<file path="src/rtl/keypad_pkg.sv">
// Shared constants and types for the 4x4 matrix keypad scanner.
package keypad_pkg;

  localparam int unsigned NUM_ROWS = 4;
  localparam int unsigned NUM_COLS = 4;
  localparam int unsigned NUM_KEYS = NUM_ROWS * NUM_COLS;

  localparam logic [3:0] COL_RESET = 4'b1110;

  // One nibble per key, index r*4+c, index 0 in bits [3:0]
  localparam logic [63:0] KEY_MAP = 64'hDEF0_C987_B654_A321;

  typedef enum logic [1:0] {
    CLASS_NONE   = 2'd0,
    CLASS_SINGLE = 2'd1,
    CLASS_MULTI  = 2'd2
  } pass_class_e;

  typedef enum logic {
    ST_DRIVE  = 1'b0,
    ST_SAMPLE = 1'b1
  } scan_state_e;

  function automatic logic [3:0] key_lookup(input logic [1:0] r, input logic [1:0] c);
    logic [5:0] base;
    base = {r, c, 2'b00};
    return KEY_MAP[base +: 4];
  endfunction

  function automatic logic [3:0] col_drive(input logic [1:0] idx);
    return ~(4'b0001 << idx);
  endfunction

endpackage

</file>
<file path="src/rtl/keypad_debounce.sv">
// Pass-level debounce: accepts a press or release once DEBOUNCE_SCANS
// consecutive scan passes agree on class and code.
module keypad_debounce
  import keypad_pkg::*;
#(
  parameter int unsigned DEBOUNCE_SCANS = 4
) (
  input  logic        clock,
  input  logic        reset,
  input  logic        pass_done_i,
  input  pass_class_e class_i,
  input  logic [3:0]  code_i,
  output logic        press_c_o,
  output logic        key_valid_o,
  output logic        key_held_o,
  output logic [3:0]  key_code_o
);

  localparam int unsigned AGREE_W = $clog2(DEBOUNCE_SCANS + 1);
  localparam logic [AGREE_W-1:0] AGREE_MAX = AGREE_W'(DEBOUNCE_SCANS);

  pass_class_e        prev_class_q, prev_class_d;
  logic [3:0]         prev_code_q, prev_code_d;
  logic [AGREE_W-1:0] agree_q, agree_d;
  logic               key_valid_q, key_held_q;
  logic [3:0]         key_code_q;
  logic               match_c, press_c, release_c;

  always_comb begin
    prev_class_d = prev_class_q;
    prev_code_d  = prev_code_q;
    agree_d      = agree_q;
    press_c      = 1'b0;
    release_c    = 1'b0;
    match_c      = (class_i == prev_class_q) && (code_i == prev_code_q);
    if (pass_done_i) begin
      prev_class_d = class_i;
      prev_code_d  = code_i;
      if (!match_c) begin
        agree_d = AGREE_W'(1);
      end else if (agree_q != AGREE_MAX) begin
        agree_d = agree_q + AGREE_W'(1);
      end
      // MULTI falls through both tests, so it never changes the held state
      if (agree_d == AGREE_MAX) begin
        press_c   = (class_i == CLASS_SINGLE) && !key_held_q;
        release_c = (class_i == CLASS_NONE) && key_held_q;
      end
    end
  end

  always_ff @(posedge clock or posedge reset) begin
    if (reset) begin
      prev_class_q <= CLASS_NONE;
      prev_code_q  <= 4'h0;
      agree_q      <= '0;
      key_valid_q  <= 1'b0;
      key_held_q   <= 1'b0;
      key_code_q   <= 4'h0;
    end else begin
      prev_class_q <= prev_class_d;
      prev_code_q  <= prev_code_d;
      agree_q      <= agree_d;
      key_valid_q  <= press_c;
      if (press_c) begin
        key_code_q <= code_i;
        key_held_q <= 1'b1;
      end else if (release_c) begin
        key_held_q <= 1'b0;
      end
    end
  end

  assign press_c_o   = press_c;
  assign key_valid_o = key_valid_q;
  assign key_held_o  = key_held_q;
  assign key_code_o  = key_code_q;

endmodule

</file>
<file path="src/rtl/keypad_scanner.sv">
// 4x4 keypad column scanner with row synchronizer, pass classification and
// debounced hex key events. Define KEYPAD_ENTRY_EN to build the entry register.
module keypad_scanner
  import keypad_pkg::*;
#(
  parameter int unsigned SCAN_DIV       = 100000,
  parameter int unsigned DEBOUNCE_SCANS = 4
) (
  input  logic        clock,
  input  logic        reset,
  input  logic [3:0]  row,
  output logic [3:0]  col,
  output logic [3:0]  key_code,
  output logic        key_valid,
  output logic        key_held,
  output logic [15:0] entry
);

  localparam int unsigned DWELL_W = $clog2(SCAN_DIV);
  localparam logic [DWELL_W-1:0] DWELL_PRE = DWELL_W'(SCAN_DIV - 2);

  logic [3:0]         sync1_q, sync2_q;
  scan_state_e        state_q;
  logic [DWELL_W-1:0] dwell_q;
  logic [1:0]         col_idx_q;
  logic [3:0]         col_q;
  logic [15:0]        acc_q, acc_d;
  logic [4:0]         hits_c;
  logic [1:0]         hit_row_c, hit_col_c;
  pass_class_e        pass_class_c;
  logic [3:0]         pass_code_c;
  logic               pass_done_c;
  logic               press_c;

  // Two-flop synchronizer; idle rows read as released
  always_ff @(posedge clock or posedge reset) begin
    if (reset) begin
      sync1_q <= 4'hF;
      sync2_q <= 4'hF;
    end else begin
      sync1_q <= row;
      sync2_q <= sync1_q;
    end
  end

  // Accumulator slot c*4+r holds "row r low while column c driven"
  always_comb begin
    acc_d = acc_q;
    acc_d[{col_idx_q, 2'b00} +: 4] = ~sync2_q;
  end

  // Scan FSM: SAMPLE is the last dwell cycle of each column
  always_ff @(posedge clock or posedge reset) begin
    if (reset) begin
      state_q   <= ST_DRIVE;
      dwell_q   <= '0;
      col_idx_q <= 2'd0;
      col_q     <= COL_RESET;
      acc_q     <= '0;
    end else begin
      unique case (state_q)
        ST_DRIVE: begin
          dwell_q <= dwell_q + DWELL_W'(1);
          if (dwell_q == DWELL_PRE) state_q <= ST_SAMPLE;
        end
        ST_SAMPLE: begin
          acc_q     <= acc_d;
          dwell_q   <= '0;
          col_idx_q <= col_idx_q + 2'd1;
          col_q     <= col_drive(col_idx_q + 2'd1);
          state_q   <= ST_DRIVE;
        end
      endcase
    end
  end

  assign pass_done_c = (state_q == ST_SAMPLE) && (col_idx_q == 2'd3);

  // Classify the completed pass, including the column-3 sample in flight
  always_comb begin
    hits_c    = 5'd0;
    hit_row_c = 2'd0;
    hit_col_c = 2'd0;
    for (int unsigned i = 0; i < NUM_KEYS; i++) begin
      if (acc_d[4'(i)]) begin
        hits_c    = hits_c + 5'd1;
        hit_col_c = 2'(i / 4);
        hit_row_c = 2'(i % 4);
      end
    end
    pass_class_c = CLASS_MULTI;
    pass_code_c  = 4'h0;
    if (hits_c == 5'd0) begin
      pass_class_c = CLASS_NONE;
    end else if (hits_c == 5'd1) begin
      pass_class_c = CLASS_SINGLE;
      pass_code_c  = key_lookup(hit_row_c, hit_col_c);
    end
  end

  keypad_debounce #(
    .DEBOUNCE_SCANS(DEBOUNCE_SCANS)
  ) u_debounce (
    .clock      (clock),
    .reset      (reset),
    .pass_done_i(pass_done_c),
    .class_i    (pass_class_c),
    .code_i     (pass_code_c),
    .press_c_o  (press_c),
    .key_valid_o(key_valid),
    .key_held_o (key_held),
    .key_code_o (key_code)
  );

  assign col = col_q;

`ifdef KEYPAD_ENTRY_EN
  logic [15:0] entry_q;

  always_ff @(posedge clock or posedge reset) begin
    if (reset) begin
      entry_q <= 16'h0000;
    end else if (press_c) begin
      entry_q <= {entry_q[11:0], pass_code_c};
    end
  end

  assign entry = entry_q;
`else
  assign entry = 16'h0000;
`endif

endmodule
</file>
<file path="config.mk">
export PLATFORM = sky130hd
export DESIGN_NAME = keypad_scanner
export DESIGN_NICKNAME = d
export VERILOG_FILES = /design/src/rtl/keypad_pkg.sv /design/src/rtl/keypad_debounce.sv /design/src/rtl/keypad_scanner.sv
export SDC_FILE = /design/constraint.sdc
export NUM_CORES = 1
export LEC_CHECK = 0
export BUFFER_PORTS_ARGS = -buffer_cell sky130_fd_sc_hd__buf_2
export CELL_PAD_IN_SITES_DETAIL_PLACEMENT = 0
export CELL_PAD_IN_SITES_GLOBAL_PLACEMENT = 1
export CORE_MARGIN = 1
export CORE_UTILIZATION = 44
export CTS_CLUSTER_DIAMETER = 80
export CTS_CLUSTER_SIZE = 25
export DETAILED_ROUTE_END_ITERATION = 16
export PLACE_DENSITY_LB_ADDON = 0.1
export SLEW_MARGIN = 25
export SYNTH_ARGS = -nofsm -noshare
export SYNTH_HDL_FRONTEND = slang
export SYNTH_HIERARCHICAL = 1
export SYNTH_SLANG_ARGS = --single-unit
</file>
<file path="constraint.sdc">
create_clock -name clock -period 11.2 [get_ports clock]
set_clock_uncertainty 0.15 [all_clocks]
set_input_delay 2.24 -clock clock [delete_from_list [all_inputs] [get_ports clock]]
set_output_delay 2.24 -clock clock [all_outputs]
set_load 0.01 [all_outputs]
</file>
=== Word level (Yosys, flattened, before mapping) ===
Index checks and enable logic that the tools add are counted.

* Register bits: 63
* Bits of input ports: 6
* Output and inout port bits: 26
* Logic and storage cells: 115

* $add $sub $neg: 19
* Eq/ne operators: 8
* Shifts and indexed selects: 4
* Multiplexer cells: 60
* Bitwise gates (word level): 3
* Reduce and logical (&&, ||, !) cells: 8

{| class="wikitable"
|+ Operators with widths
! cell !! number
|-
| adder 5 x 1 -> 5 bit (second input constant) || 15
|-
| 2-to-1 mux 5 bit || 15
|-
| indexed part select 64 x 7 -> 4 bit (first input constant) || 1
|-
| 2-to-1 mux 2 bit || 27
|-
| case mux 17 bit (2 select lines) || 1
|-
| adder 17 x 1 -> 17 bit (second input constant) || 1
|-
| equality test 17 bit (second input constant) || 1
|-
| bitwise mux 16 bit || 1
|-
| variable shift 4 x 6 -> 16 bit (first input constant) || 1
|-
| indexed part select 4 x 6 -> 16 bit || 1
|-
| 2-to-1 mux 1 bit || 10
|-
| 2-to-1 mux 3 bit || 3
|-
| 2-to-1 mux 4 bit || 2
|-
| inverter 4 bit || 2
|-
| negator 4 -> 6 bit || 1
|-
| equality test 5 x 1 -> 1 bit (second input constant) || 1
|-
| logical NOT 5 bit || 1
|-
| equality test 4 bit || 1
|-
| logical AND 1 bit || 4
|-
| << shifter 1 x 2 -> 4 bit (first input constant) || 1
|-
| adder 3 x 1 -> 3 bit (second input constant) || 1
|-
| equality test 3 bit (second input constant) || 1
|-
| inequality test 3 bit (second input constant) || 1
|-
| adder 2 x 1 -> 2 bit (second input constant) || 1
|-
| 8 further kinds || 8
|}

=== Logic depth before layout (Yosys ltp) ===
Gate-level depths: netlist of the first run.

* Word-level depth: 46
* Mapped depth: 64
* Depth with buffers taken out: 60

=== Cells and area by module ===
Netlist of the first run, hierarchy kept.

{| class="wikitable"
|+ By module, submodules not included
! module !! instances !! cells each !! area an instance (um2) !! sequential area each (um2)
|-
| keypad_scanner || 1 || 491 || 4483.0 || 1214.9
|-
| keypad_debounce || 1 || 57 || 732.0 || 375.4
|}

=== Worst setup path after synthesis of the first run ===
No wires, ideal clock.

* Path type: register -> register
* From: reg col_idx_q[0]
* To: reg u_debounce.key_code_q[0] (netlist: u_debounce/key_code_o[0])
* Setup time: 125 ps
* Arrival: 11366 ps
* Data required time: 10925 ps
* Slack: -441 ps
* Stages on the path, launching flop included: 64
* Path buffers: 4
* Period minus slack after synthesis: 11641 ps
* Path through: dfrtp_1 > buf_6 > buf_4 > inv_1 > ha_1 > buf_4 > clkbuf_2 > nor3_1 > mux2i_1 > ha_1 > a21boi_2 > nor2_1 > ha_1 > o21ai_0 > o21ai_0 > ha_1 > nor2_1 > nor2_1 > [28 not listed] > nor2_1 > nor2_1 > ha_1 > nand2_1 > o31ai_1 > ha_1 > nand2_1 > nand2_1 > ha_1 > xnor2_1 > or3_1 > nor2_1 > a21oi_1 > nor4_1 > xnor2_1 > nand4_2 > nor4_4 > mux2_2

* Word-level cells in the longest chain between the ends: 44
* Elaborated cells on any way between the ends: 81
* Classes of those cells: 16 x add/sub; 6 x eq/ne; 3 x shift; 52 x mux; 4 x reduce/logical

{| class="wikitable"
|+ Ends and longest elaborated chain
! item !! RTL line !! RTL
|-
| from (decl) || keypad_scanner.sv:25 || <nowiki>logic [1:0] col_idx_q;</nowiki>
|-
| from (signal assigned) || keypad_scanner.sv:69 || <nowiki>col_idx_q <= col_idx_q + 2'd1;</nowiki>
|-
| negator 4 -> 6 bit (*) || keypad_scanner.sv:49 || <nowiki>acc_d[{col_idx_q, 2'b00} +: 4] = ~sync2_q;</nowiki>
|-
| indexed part select 4 x 6 -> 16 bit / variable shift 4 x 6 -> 16 bit (equally long branches) || keypad_scanner.sv:49 ||
|-
| bitwise mux 16 bit (*) || keypad_scanner.sv:49 ||
|-
| 2-to-1 mux 1 bit || keypad_scanner.sv:85 || <nowiki>if (acc_d[4'(i)]) begin</nowiki>
|-
| adder 5 x 1 -> 5 bit || keypad_scanner.sv:86 || <nowiki>hits_c = hits_c + 5'd1;</nowiki>
|-
| 2-to-1 mux 5 bit || keypad_scanner.sv:85 ||
|-
| adder 5 x 1 -> 5 bit || keypad_scanner.sv:86 ||
|-
| 2-to-1 mux 5 bit || keypad_scanner.sv:85 ||
|-
| [29 not listed] || -- ||
|-
| via pass_code_c[0] || keypad_scanner.sv:31 || <nowiki>logic [3:0] pass_code_c;</nowiki>
|-
| equality test 4 bit (*) || keypad_debounce.sv:35 || <nowiki>match_c = (class_i == prev_class_q) && (code_i == prev_code_q);</nowiki>
|-
| logical AND 1 bit (*) || keypad_debounce.sv:35 ||
|-
| 2-to-1 mux 3 bit (*) || keypad_debounce.sv:39 || <nowiki>if (!match_c) begin</nowiki>
|-
| 2-to-1 mux 3 bit (*) || keypad_debounce.sv:36 || <nowiki>if (pass_done_i) begin</nowiki>
|-
| equality test 3 bit (*) || keypad_debounce.sv:45 || <nowiki>if (agree_d == AGREE_MAX) begin</nowiki>
|-
| 2-to-1 mux 1 bit (*) || keypad_debounce.sv:45 ||
|-
| 2-to-1 mux 1 bit (*) || keypad_debounce.sv:36 ||
|-
| via press_c || keypad_scanner.sv:33 || <nowiki>logic press_c;</nowiki>
|-
| to (signal assigned) || keypad_debounce.sv:66 || <nowiki>key_code_q <= code_i;</nowiki>
|-
| to (decl) || keypad_debounce.sv:26 || <nowiki>logic [3:0] key_code_q;</nowiki>
|}

Mark *: on every way through the listed nets, which the timed path passes. The rest lies on a longest branch. The select of a mux whose other input is x is not followed.
A chain may end at the register's enable or synchronous reset.

=== Final worst setup path of the first run ===
* From: reg col_idx_q[1]
* To: reg u_debounce.key_code_q[0] (netlist: u_debounce/key_code_o[0])

Same word-level chain as after synthesis.

==> run summary, run 1 <==
Status - completed
Power Internal - 0.486 mW
Total CTS buffers - 9
Kind of critical path - register to register
Slowest CP cell - or4b_4
Routed len/inst - 15.7 um
Clock net sink count - 63
Final Power - 0.655 mW
P_sw - 0.170 mW
Buffers on Ports - 15
Register share of total power - 35.5%
Most frequent cells after synthesis - dfrtp_1 (52), nand2_1 (51), nor2_1 (43), xnor2_1 (36), mux2_2 (32)
Worst setup SP type - register
Post-synth top area share - 25.0%
Antenna Nets Post-Route - 0
Initial DRT Pass Iterations - 4
Initial core utilization - 45.5%
Crit path time final - 11.02 ns
Worst-margin pin slew - 0.810 ns
Fmax - 90.8 MHz
Max Slew Vio Count - 0
Final Wtd Congestion - 0.790
Vias per cell - 5.49
Min-Delay Path Depth - 0
Vias in the first global route - 3906
Initial DRC Count - 160
CP required - 11.26 ns
Top cell by count, worst path - ha_4
Layout area overhead - 22.1%
CTS Buffer Depth - 2
Nets - 630
Unrepaired setup endpoints after global routing - yes
Worst reg-to-reg setup slack - 0.18 ns
Fin util - 55.5%
Cell Rows - 39
Pwr Density - 103 mW/mm2
Initial antenna violation count - 0
Routed via count - 4099
Synth top area cells - dfrtp_1 (25%), mux2_2 (6.9%), ha_1 (6.2%), xnor2_1 (6.0%), dfstp_2 (5.5%)
Mean cell area of the mapped netlist - 9.52 um2
Clock latency at the later pin of the worst-skew pair - 0.33 ns
CTS Root Cell - clkbuf_16
FF+latch area - 0.00159 mm2
Gate power share - 18.0%
Diodes inserted - 0
Worst Min Path Start - sync1_q[3]$_DFF_PP1_
FF-to-FF Start - col_idx_q[1]$_DFFE_PP0P_
Mapped cell area - 0.00522 mm2
Slew HR - 46.0%
# H-tree levels - 3
Cells after synthesis - 548
Global-route wire length before repair - 19200 um
Asr flop ratio synth - 100%
Crit share post-route - 98.4%
Core area - 0.0115 mm2
Leak - 2.77 nW
Register area share after synthesis - 30.5%
WHS Endpoint - sync2_q[3]$_DFF_PP1_
Die area - 0.0123 mm2
Number of register bits inferred by synthesis - 63
FILL cells - 1022
Reg clk slew, reported paths - 0.06 ns
Critical Path End Type - register
Die Wd - 111 um
Total track usage - 19.1%
FF-to-FF End - u_debounce/key_code_o[0]$_DFFE_PP0P_
Number of synthesized flops with an enable pin - 0
CTS tree - built
Crit path largest cell delay - 0.56 ns
Largest fanout on the critical path - 5
Clock power frac - 46.5%
Arr. time, crit path - 11.07 ns
Overflow after GRT - 0
Synthesis Warnings - 6
IO Pins - 32
Most numerous cell in the Yosys netlist - dfrtp_1
Total of max-cap violations - 0
Hold Fails Final Rpt - 0
Peak VDD IR - 0.115 mV
Multi-input logic area - 0.00380 mm2
Main synth FF type - dfrtp_1
Share of layout cells above drive strength 1 - 32.5%
Cell variety after synth - 87
R2R depth - 60
Height of the die - 111 um
Largest net degree at the start of global routing - 49
# DRC - 0
Synth area leader - dfrtp_1
DP HPWL - 8450 um
Switching Share - 25.9%
# setup viols final - 0
HP Class - register to register
DRT Wirelength - 11700 um
==> flip-flops by register name (all words and copies together), names as in the netlist <==
name and count:
dwell_q 17, u_debounce/key_held_o 1, u_debounce/prev_class_q 2, u_debounce/agree_q 3, sync1_q 4, u_debounce/key_code_o 4
col 4, col_idx_q 2, state_q 1, acc_q 16, u_debounce/prev_code_q 4, u_debounce/key_valid_o 1
sync2_q 4
==> layer usage <==
layer,GRT usage [%],wire length [um]
met3,2.30,229
met5,0,0
met1,26.2,5620
met2,31.6,5690
met4,5.96,165
==> final cells by class <==
class	count	area share, %
clock buffers	10	3.75
multi-input cells	445	59.7
clock inverters	6	1.43
well taps	143	2.81
inverters	25	1.49
repair buffers	54	5.83
flip-flops and latches	63	25.0
==> worst max-delay path, delay by kind of cell (launching register included) <==
family,cells,cell delay [ns]
AOI/OAI and AO/OA,12,1.43
xor gates and xnor gates,4,0.55
adders and majority gates,13,3.23
buffers and inverters,6,0.69
DFF,1,0.39
muxes,2,0.51
and+or+nand+nor,23,3.95
==> cells by family (layout without fill, tap and decap cells) <==
group / after synthesis / after routing / share of synthesized area (%)
flip-flops: 63 / 63 / 30.5
AND/OR/NAND/NOR: 187 / 187 / 20.7
multiplexers: 49 / 49 / 10.2
other: 1 / 16 / 0.0719
adder cells (fa/ha/maj): 26 / 26 / 6.24
AO/OA/AOI/OAI: 106 / 106 / 14.9
buffers and inverters: 55 / 95 / 5.57
XOR/XNOR: 61 / 61 / 11.9
==> stage by stage <==
step	instances	area (um2)	worst slack, ns	TNS, ns	hold slack [ns]
final	746	6370	0.184	0	0.204
after global routing	746	6370	-0.380	-2.22	0.208
after CTS	729	6030	0.0146	0	0.205
after detailed placement	708	5580	-0.162	-0.613	0.197
after global placement	708	5580	0.0561	0	0.197
after floorplan	563	5410	0.00514	0	0.195
==> placed cells by master (no fill, tap or decap), drive strengths merged, types with 8 or more instances in the layout <==
| cell | synthesis | layout |
|---|---|---|
| nor3 | 15 | 15 |
| or3 | 9 | 9 |
| mux2 | 32 | 32 |
| o211ai | 8 | 8 |
| conb | 1 | 16 |
| clkbuf | 5 | 10 |
| dfstp | 11 | 11 |
| xnor2 | 36 | 36 |
| a21oi | 18 | 18 |
| dfrtp | 52 | 52 |
| mux2i | 17 | 17 |
| nor2 | 44 | 44 |
| o21ai | 25 | 25 |
| inv | 24 | 24 |
| nand2 | 52 | 52 |
| buf | 25 | 54 |
| xor2 | 20 | 20 |
| ha | 26 | 26 |
==> power by group through the flow <==
stage | clock network (mW) | registers [mW] | logic [mW]
6_report | 0.305 | 0.233 | 0.118
2_1_floorplan | 0 | 0.235 | 0.0745
4_1_cts | 0.309 | 0.233 | 0.0969
3_5_place_dp | 0 | 0.236 | 0.0893
5_1_grt | 0.320 | 0.233 | 0.130
3_3_place_gp | 0 | 0.236 | 0.0872
==> how the worst max path moves through the flow <==
stage,start,to,slack (ns),cells past startpoint
floorplan,col_idx_q[0]$_DFFE_PP0P_,u_debounce/key_code_o[0]$_DFFE_PP0P_,0.005,62
CTS,col_idx_q[1]$_DFFE_PP0P_,u_debounce/key_code_o[0]$_DFFE_PP0P_,0.01,62
global placement,col_idx_q[1]$_DFFE_PP0P_,u_debounce/key_code_o[2]$_DFFE_PP0P_,0.06,58
detailed placement,col_idx_q[1]$_DFFE_PP0P_,u_debounce/key_code_o[0]$_DFFE_PP0P_,-0.16,60
global route,col_idx_q[1]$_DFFE_PP0P_,u_debounce/key_code_o[0]$_DFFE_PP0P_,-0.38,60
finish,col_idx_q[1]$_DFFE_PP0P_,u_debounce/key_code_o[0]$_DFFE_PP0P_,0.18,60
==> repair_timing <==
| item | in CTS | in global routing |
|---|---|---|
| setup buffers | 5 | 17 |
| hold buffers | 0 | 0 |
| pin swaps | 8 | 33 |
| endpoints found under the setup margin | 5 | 9 |
| gates resized for setup | 12 | 41 |
Power figures use the tool's default switching activity.
==> run 2: changes to the inputs <==
- CORE_UTILIZATION: 44 -> 43
- SYNTH_HIERARCHICAL: 1 -> default
==> run summary, run 2 <==
Arr. time, crit path - 11.76 ns (+0.69 ns)
Register share of total power - 32.3% (-3.2 points)
Total of max-cap violations - 0 (unchanged)
Routed via count - 4892 (+19%)
Largest net degree at the start of global routing - 64 (+31%)
Die Wd - 113 um (+2.0%)
CP required - 11.26 ns (about the same)
Cell Rows - 40 (+2.6%)
Diodes inserted - 0 (unchanged)
Synth Area in Compound Gates - 15.3% (+0.42 points)
Initial DRT Pass Iterations - 5 (+1)
Clock latency at the later pin of the worst-skew pair - 0.32 ns (about the same)
Power Internal - 0.528 mW (+8.8%)
Initial antenna violation count - 0 (unchanged)
Total CTS buffers - 9 (unchanged)
Biggest register - dwell_q
# DRC - 0 (unchanged)
Number of synthesized flops with an enable pin - 0 (unchanged)
CTS Root Cell - clkbuf_16
CP bufs+invs - 52 (+46)
Worst setup SP type - register
Largest fanout on the critical path - 4 (-1)
Kind of critical path - register to register
Unrepaired setup endpoints after global routing - yes
CTS tree - built
Design area - 0.00732 mm2 (+15%)
Vias per cell - 5.41 (-1.6%)
CTS Buffer Depth - 2 (unchanged)
Most frequent cells after synthesis - nand2_1 (71), dfrtp_1 (52), nor2_1 (46), xnor2_1 (33), o21ai_0 (30)
Crit share post-route - 104% (+6.1 points)
Vias in the first global route - 4891 (+25%)
Worst Hold Slack - 0.205 ns (+0.00106 ns)
Reg clk slew, reported paths - 0.06 ns (about the same)
Slew HR - 47.5% (+1.5 points)
Main synth FF type - dfrtp_1
Total track usage - 22.8% (+3.7 points)
Final Wtd Congestion - 0.815 (+3.2%)
Synth top area cells - dfrtp_1 (25%), ha_1 (6.1%), dfstp_2 (5.4%), xnor2_1 (5.4%), nand2_1 (5.0%)
Hold Fails Final Rpt - 0 (unchanged)
Layout area overhead - 37.8%
CTS Hold Bufs - 0 (unchanged)
DP HPWL - 9120 um (+7.9%)
Max Slew Vio Count - 0 (unchanged)
Crit path time final - 11.70 ns (+0.687 ns)
Fin util - 60.9% (+5.4 points)
Failing checks - setup timing
Critical Path End Type - register
Top cell by count, worst path - buf_4
Cells after synthesis - 606 (+11%)
Die area - 0.0128 mm2 (+4.1%)
HP Class - register to register
Cell family contributing the most delay on the critical path - buffers and inverters
Nets - 785 (+25%)
Setup_tns - -3.45 ns (-3.45 ns)
Most numerous cell in the Yosys netlist - nand2_1
Overflow after GRT - 0 (unchanged)
Buffers on Ports - 15 (unchanged)
Slowest CP cell - or4_4
Register area share after synthesis - 29.9% (-0.55 points)
Xor and xnor area share after synthesis - 11.9% (-0.072 points)
Mapped cell area - 0.00531 mm2 (+1.8%)
Adder-Cell Fraction of Synth Area - 6.13% (-0.11 points)
Number of register bits inferred by synthesis - 63 (unchanged)
Final Non-Filler Cells - 905 (+21%)
Antenna Nets Post-Route - 0 (unchanged)
Commonest non-fill, non-tap cell in the layout - buf_4
Global-route wire length before repair - 23600 um (+23%)
Cell variety after synth - 83 (-4.6%)
Dpl ws - -0.827 ns (-0.666 ns)
Area post-placement - 0.00606 mm2 (+8.6%)
Leak - 3.28 nW (+19%)
Top flop regs - dwell_q x17, acc_q x16
Routed len/inst - 15.6 um (-0.40%)
Post-Synth Simple-Gate Area - 24.6% (+3.9 points)
Synthesis Warnings - 0 (-6)
Dpl cells - 808 (+14%)
Mean cell area of the mapped netlist - 8.76 um2 (-7.9%)
Gate power share - 25.9% (+7.9 points)
Pwr Density - 97.8 mW/mm2 (-5.0%)
Commonest non-fill, non-tap cells in the layout - buf_4 (137), nand2_1 (65), dfrtp_1 (52), nor2_1 (44), xnor2_1 (31)
Worst-margin pin slew - 0.788 ns (-0.0218 ns)
Largest family of logic cells by synthesized area - simple AND/OR/NAND/NOR gates
Initial core utilization - 44.2% (-1.3 points)
Worst setup margin - -0.502 ns (-0.687 ns)
Core area - 0.0120 mm2 (+4.7%)
Switching Share - 26.2% (+0.30 points)
Crit path largest cell delay - 0.54 ns (-0.02 ns)
Height of the die - 113 um (+2.0%)
P_sw - 0.187 mW (+10%)
Status - finished, violations left
Clock net sink count - 63 (unchanged)
Initial DRC Count - 197 (+23%)
Share of layout cells above drive strength 1 - 39.1% (+6.5 points)
Max reg flops - 17 (unchanged)
FILL cells - 1056 (+3.3%)
Clock power frac - 41.7% (-4.8 points)
Synth area leader - dfrtp_1
Final Power - 0.716 mW (+9.2%)
# setup viols final - 8 (+8)
Peak VDD IR - 0.0938 mV (-18%)
Fmax - 85.5 MHz (-5.9%)
# H-tree levels - 3 (unchanged)
Asr flop ratio synth - 100% (unchanged)
Post-synth top area share - 24.5% (-0.45 points)
IO Pins - 32 (unchanged)
Mux contribution to synthesized area - 6.50% (-3.7 points)
DRT Wirelength - 14100 um (+21%)
-- run 2: cell count changes in the layout (fill, tap and decap cells not counted), sizes merged, moves of 5 or more --
cell	before	now
nand2	52	71
o22ai	2	7
a21oi	18	24
nor4	6	11
or3	9	14
nand3	7	14
nor2b	2	10
o21ai	25	33
nor3	15	21
mux2	32	15
buf	54	155
-- run 2: power by group through the flow --
stage	sequential (mW)	combinational, mW	clock, mW
6_report	0.232	0.185	0.299
5_1_grt	0.232	0.200	0.316
4_1_cts	0.232	0.162	0.305
3_5_place_dp	0.235	0.117	0
3_3_place_gp	0.235	0.115	0
2_1_floorplan	0.235	0.0879	0
-- run 2: area by class of cell --
type	count	area, um2	share of cell area, %
multi-input cells	500	3990	54.5
well taps	147	184	2.51
clock buffers	13	280	3.83
inverters	24	92.6	1.26
repair buffers	155	1140	15.5
flip-flops and latches	63	1590	21.7
clock inverters	3	47.5	0.650
-- run 2: routing by layer --
metal / vias up / share of wire, % / routed length [um] / global-route usage, %
li1: 2439 / - / - / -
met1: 2365 / 47 / 6590 / 29.4
met2: 74 / 50 / 7100 / 40.2
met3: 14 / 2.1 / 290 / 2.89
met4: 0 / 1.2 / 165 / 6.14
met5: - / 0 / 0 / 0
-- run 2: kinds of logic (layout without fill, tap and decap cells) --
kind of cell	after synthesis	count (layout)
compound gates	123	123
xor+xnor	60	60
fa+ha+maj	26	26
buf+inv	58	195
flops	63	63
mux	31	31
other cells	1	16
simple gates	244	244
-- run 2: final timing paths --
| check | cells past startpoint | slack [ns] | startpoint | end |
|---|---|---|---|---|
| max | 73 | -0.50 | col_idx_q[0]$_DFFE_PP0P_ | u_debounce.key_code_o[0]$_DFFE_PP0P_ |
| min in group asynchronous | 3 | 2.00 | reset | u_debounce.key_code_o[3]$_DFFE_PP0P_ |
| min reg2reg | 0 | 0.21 | sync1_q[3]$_DFF_PP1_ | sync2_q[3]$_DFF_PP1_ |
| max in group asynchronous | 3 | 8.39 | reset | acc_q[0]$_DFFE_PP0P_ |
| min | 0 | 0.21 | sync1_q[3]$_DFF_PP1_ | sync2_q[3]$_DFF_PP1_ |
| max reg2reg | 73 | -0.50 | col_idx_q[0]$_DFFE_PP0P_ | u_debounce.key_code_o[0]$_DFFE_PP0P_ |
-- run 2: timing repair --
item / 4_1_cts / 5_1_grt
setup buffers: 77 / 6
endpoints found under the setup margin: 15 / 15
hold endpoints to repair: 0 / 0
pin swaps: 30 / 23
resized for setup: 28 / 35
==> run 3: changes to the inputs <==
- ABC_AREA: default -> 1
- CORE_ASPECT_RATIO: default -> 1.5
- CORE_UTILIZATION: 43 -> 40
==> run summary, run 3 <==
DP HPWL - 8650 um (-5.1%)
Initial core utilization - 41.0% (-3.2 points)
Crit path largest cell delay - 0.42 ns (-0.12 ns)
Cells after synthesis - 771 (+27%)
Most frequent cells after synthesis - nand2_1 (212), inv_1 (125), nor2_1 (75), nand3_1 (69), dfrtp_1 (52)
Antenna Nets Post-Route - 0 (unchanged)
Vias per cell - 4.80 (-11%)
Crit share post-route - 93.6% (-11 points)
Cell Rows - 50 (+25%)
Global-route wire length before repair - 19200 um (-19%)
Kind of critical path - register to register
Worst setup SP type - register
Gr busiest metal - met2
Setup_tns - 0 ns (+3.45 ns)
# H-tree levels - 3 (unchanged)
Met1 usage - 21.4% (-8.0 points)
Peak VDD IR - 0.110 mV (+18%)
Clock net sink count - 63 (unchanged)
Share of layout cells above drive strength 1 - 17.0% (-22 points)
Final Wtd Congestion - 0.812 (-0.39%)
Worst Hold Slack - 0.203 ns (-0.00194 ns)
Initial DRC Count - 173 (-12%)
Leak - 3.06 nW (-6.8%)
Min-Delay Path Depth - 0 (unchanged)
Pwr Density - 103 mW/mm2 (+5.4%)
Die Wd - 94.3 um (-17%)
Routed via count - 4597 (-6.0%)
Commonest non-fill, non-tap cells in the layout - nand2_1 (201), inv_1 (123), nor2_1 (73), nand3_1 (67), dfrtp_1 (51)
Total of max-cap violations - 0 (unchanged)
Largest fanout on the critical path - 8 (+4)
Post-synth top area share - 25.5% (+0.97 points)
Slowest CP cell - dfrtp_2
CTS tree - built
Synth area leader - dfrtp_1
Main synth FF type - dfrtp_1
Hold Fails Final Rpt - 0 (unchanged)
Nets - 828 (+5.5%)
Buffers on Ports - 15 (unchanged)
Die area - 0.0132 mm2 (+3.4%)
Biggest register - dwell_q
Worst Min Path Start - sync1_q[2]$_DFF_PP1_
Met2 GRT Util - 32.7% (-7.5 points)
Commonest non-fill, non-tap cell in the layout - nand2_1
Most numerous cell in the Yosys netlist - nand2_1
Diodes inserted - 0 (unchanged)
Fmax - 95.4 MHz (+12%)
Number of register bits inferred by synthesis - 63 (unchanged)
Routed len/inst - 11.5 um (-26%)
Total CTS buffers - 9 (unchanged)
Vias in the first global route - 4400 (-10%)
Arr. time, crit path - 10.59 ns (-1.17 ns)
Top cell by count, worst path - nand2_1
Total track usage - 18.0% (-4.8 points)
Status - completed
FF-to-FF End - u_debounce.key_valid_o$_DFF_PP0_
Mapped cell area - 0.00511 mm2 (-3.8%)
Height of the die - 140 um (+24%)
Reg clk slew, reported paths - 0.05 ns (about the same)
Cell variety after synth - 46 (-45%)
# setup viols final - 0 (-8)
Core area - 0.0124 mm2 (+3.6%)
Worst reg-to-reg setup slack - 0.72 ns (+1.22 ns)
Initial DRT Pass Iterations - 4 (-1)
Asr flop ratio synth - 100% (unchanged)
HP Class - register to register
Overflow after GRT - 0 (unchanged)
Clock latency at the later pin of the worst-skew pair - 0.33 ns (about the same)
Register area share after synthesis - 31.1% (+1.2 points)
Top flop regs - dwell_q x17, acc_q x16
Initial antenna violation count - 0 (unchanged)
Synth top area cells - dfrtp_1 (25%), nand2_1 (16%), inv_1 (9.2%), nand3_1 (6.8%), ha_1 (6.4%)
IO Pins - 32 (unchanged)
Mean cell area of the mapped netlist - 6.62 um2 (-24%)
CTS Buffer Depth - 2 (unchanged)
Max Slew Vio Count - 0 (unchanged)
CTS Root Cell - clkbuf_16
CP required - 11.31 ns (+0.05 ns)
Largest net degree at the start of global routing - 64 (unchanged)
Crit path time final - 10.48 ns (-1.22 ns)
Met3 Resource Use GR - 2.12% (-0.78 points)
FF-to-FF Start - col_idx_q[0]$_DFFE_PP0P_
Number of synthesized flops with an enable pin - 0 (unchanged)
R2R depth - 69 (-5.5%)
Slew HR - 45.9% (-1.6 points)
Max reg flops - 17 (unchanged)
# DRC - 0 (unchanged)
WHS Endpoint - sync2_q[2]$_DFF_PP1_
DRT Wirelength - 11000 um (-22%)
Layout area overhead - 13.0%
Worst-margin pin slew - 0.811 ns (+0.0232 ns)
Critical Path End Type - register
Synthesis Warnings - 0 (unchanged)
[run 3: through the flow]
stage	utilization [%]	cells	area (um2)	worst slack, ns	total power, mW
3_5_place_dp	42.5	935	5290	0.0863	0.310
2_1_floorplan	-	786	5160	0.880	0.300
4_1_cts	45.0	951	5600	0.0677	0.595
5_1_grt	46.4	957	5770	-0.00354	0.625
6_report	46.4	957	5770	0.722	0.595
3_3_place_gp	42.5	935	5290	0.310	0.309
[run 3: layer usage]
| metal | wire length [um] | vias to the layer above |
|---|---|---|
| met2 | 5850 | 43 |
| met5 | 0 | - |
| li1 | - | 2445 |
| met3 | 204 | 10 |
| met1 | 4840 | 2099 |
| met4 | 132 | 0 |
[run 3: power by group]
group / leakage [nW] / internal [mW] / switching (mW)
logic: 2.09 / 0.0276 / 0.0553
registers: 0.826 / 0.231 / 0.000929
clock network: 0.146 / 0.184 / 0.0965
total: 3.06 / 0.442 / 0.153
[run 3: kinds of logic (layout without fill, tap and decap cells)]
group                    Yosys count  count (layout)  synth area share [%]
AO/OA/AOI/OAI                     79              79                  8.89
XOR/XNOR                           5               5                  1.00
adder cells (fa/ha/maj)           26              26                  6.37
buffers and inverters            162             176                  13.3
flip-flops                        63              63                  31.1
other                              1              16                0.0734
AND/OR/NAND/NOR                  435             436                  39.2
[run 3: worst max-delay path, delay by kind of cell, from the launching register on]
family        cells  cell delay, ns
fa+ha+maj        15            3.77
buf+inv          14            0.84
flops             1            0.42
simple gates     40            5.23
[run 3: cell type report]
type	instances	area, um2
Clock buffer	13	260
Clock inverter	3	42.5
Fill cell	1313	6680
Inverter	137	522
Multi-Input combinational cell	562	3030
Sequential cell	63	1590
Tap cell	156	195
Timing Repair Buffer	23	135
[run 3: repair_timing]
action | in CTS | in global routing
buffers inserted | 0 | 5
setup endpoints to repair | 0 | 15
hold buffers | 0 | 0
endpoints found under the hold margin | 0 | 0
resized for setup | 0 | 29
[run 3: how the worst max path moves through the flow]
stage,start,end,slack [ns],cells past startpoint
after floorplan,col_idx_q[0]$_DFFE_PP0P_,u_debounce.key_code_o[0]$_DFFE_PP0P_,0.88,68
after global placement,col_idx_q[0]$_DFFE_PP0P_,u_debounce.key_code_o[3]$_DFFE_PP0P_,0.31,67
after detailed placement,col_idx_q[0]$_DFFE_PP0P_,u_debounce.key_code_o[0]$_DFFE_PP0P_,0.09,67
after CTS,col_idx_q[0]$_DFFE_PP0P_,u_debounce.key_code_o[0]$_DFFE_PP0P_,0.07,67
after global routing,col_idx_q[0]$_DFFE_PP0P_,u_debounce.key_code_o[0]$_DFFE_PP0P_,-0.004,69
final,col_idx_q[0]$_DFFE_PP0P_,u_debounce.key_valid_o$_DFF_PP0_,0.72,69
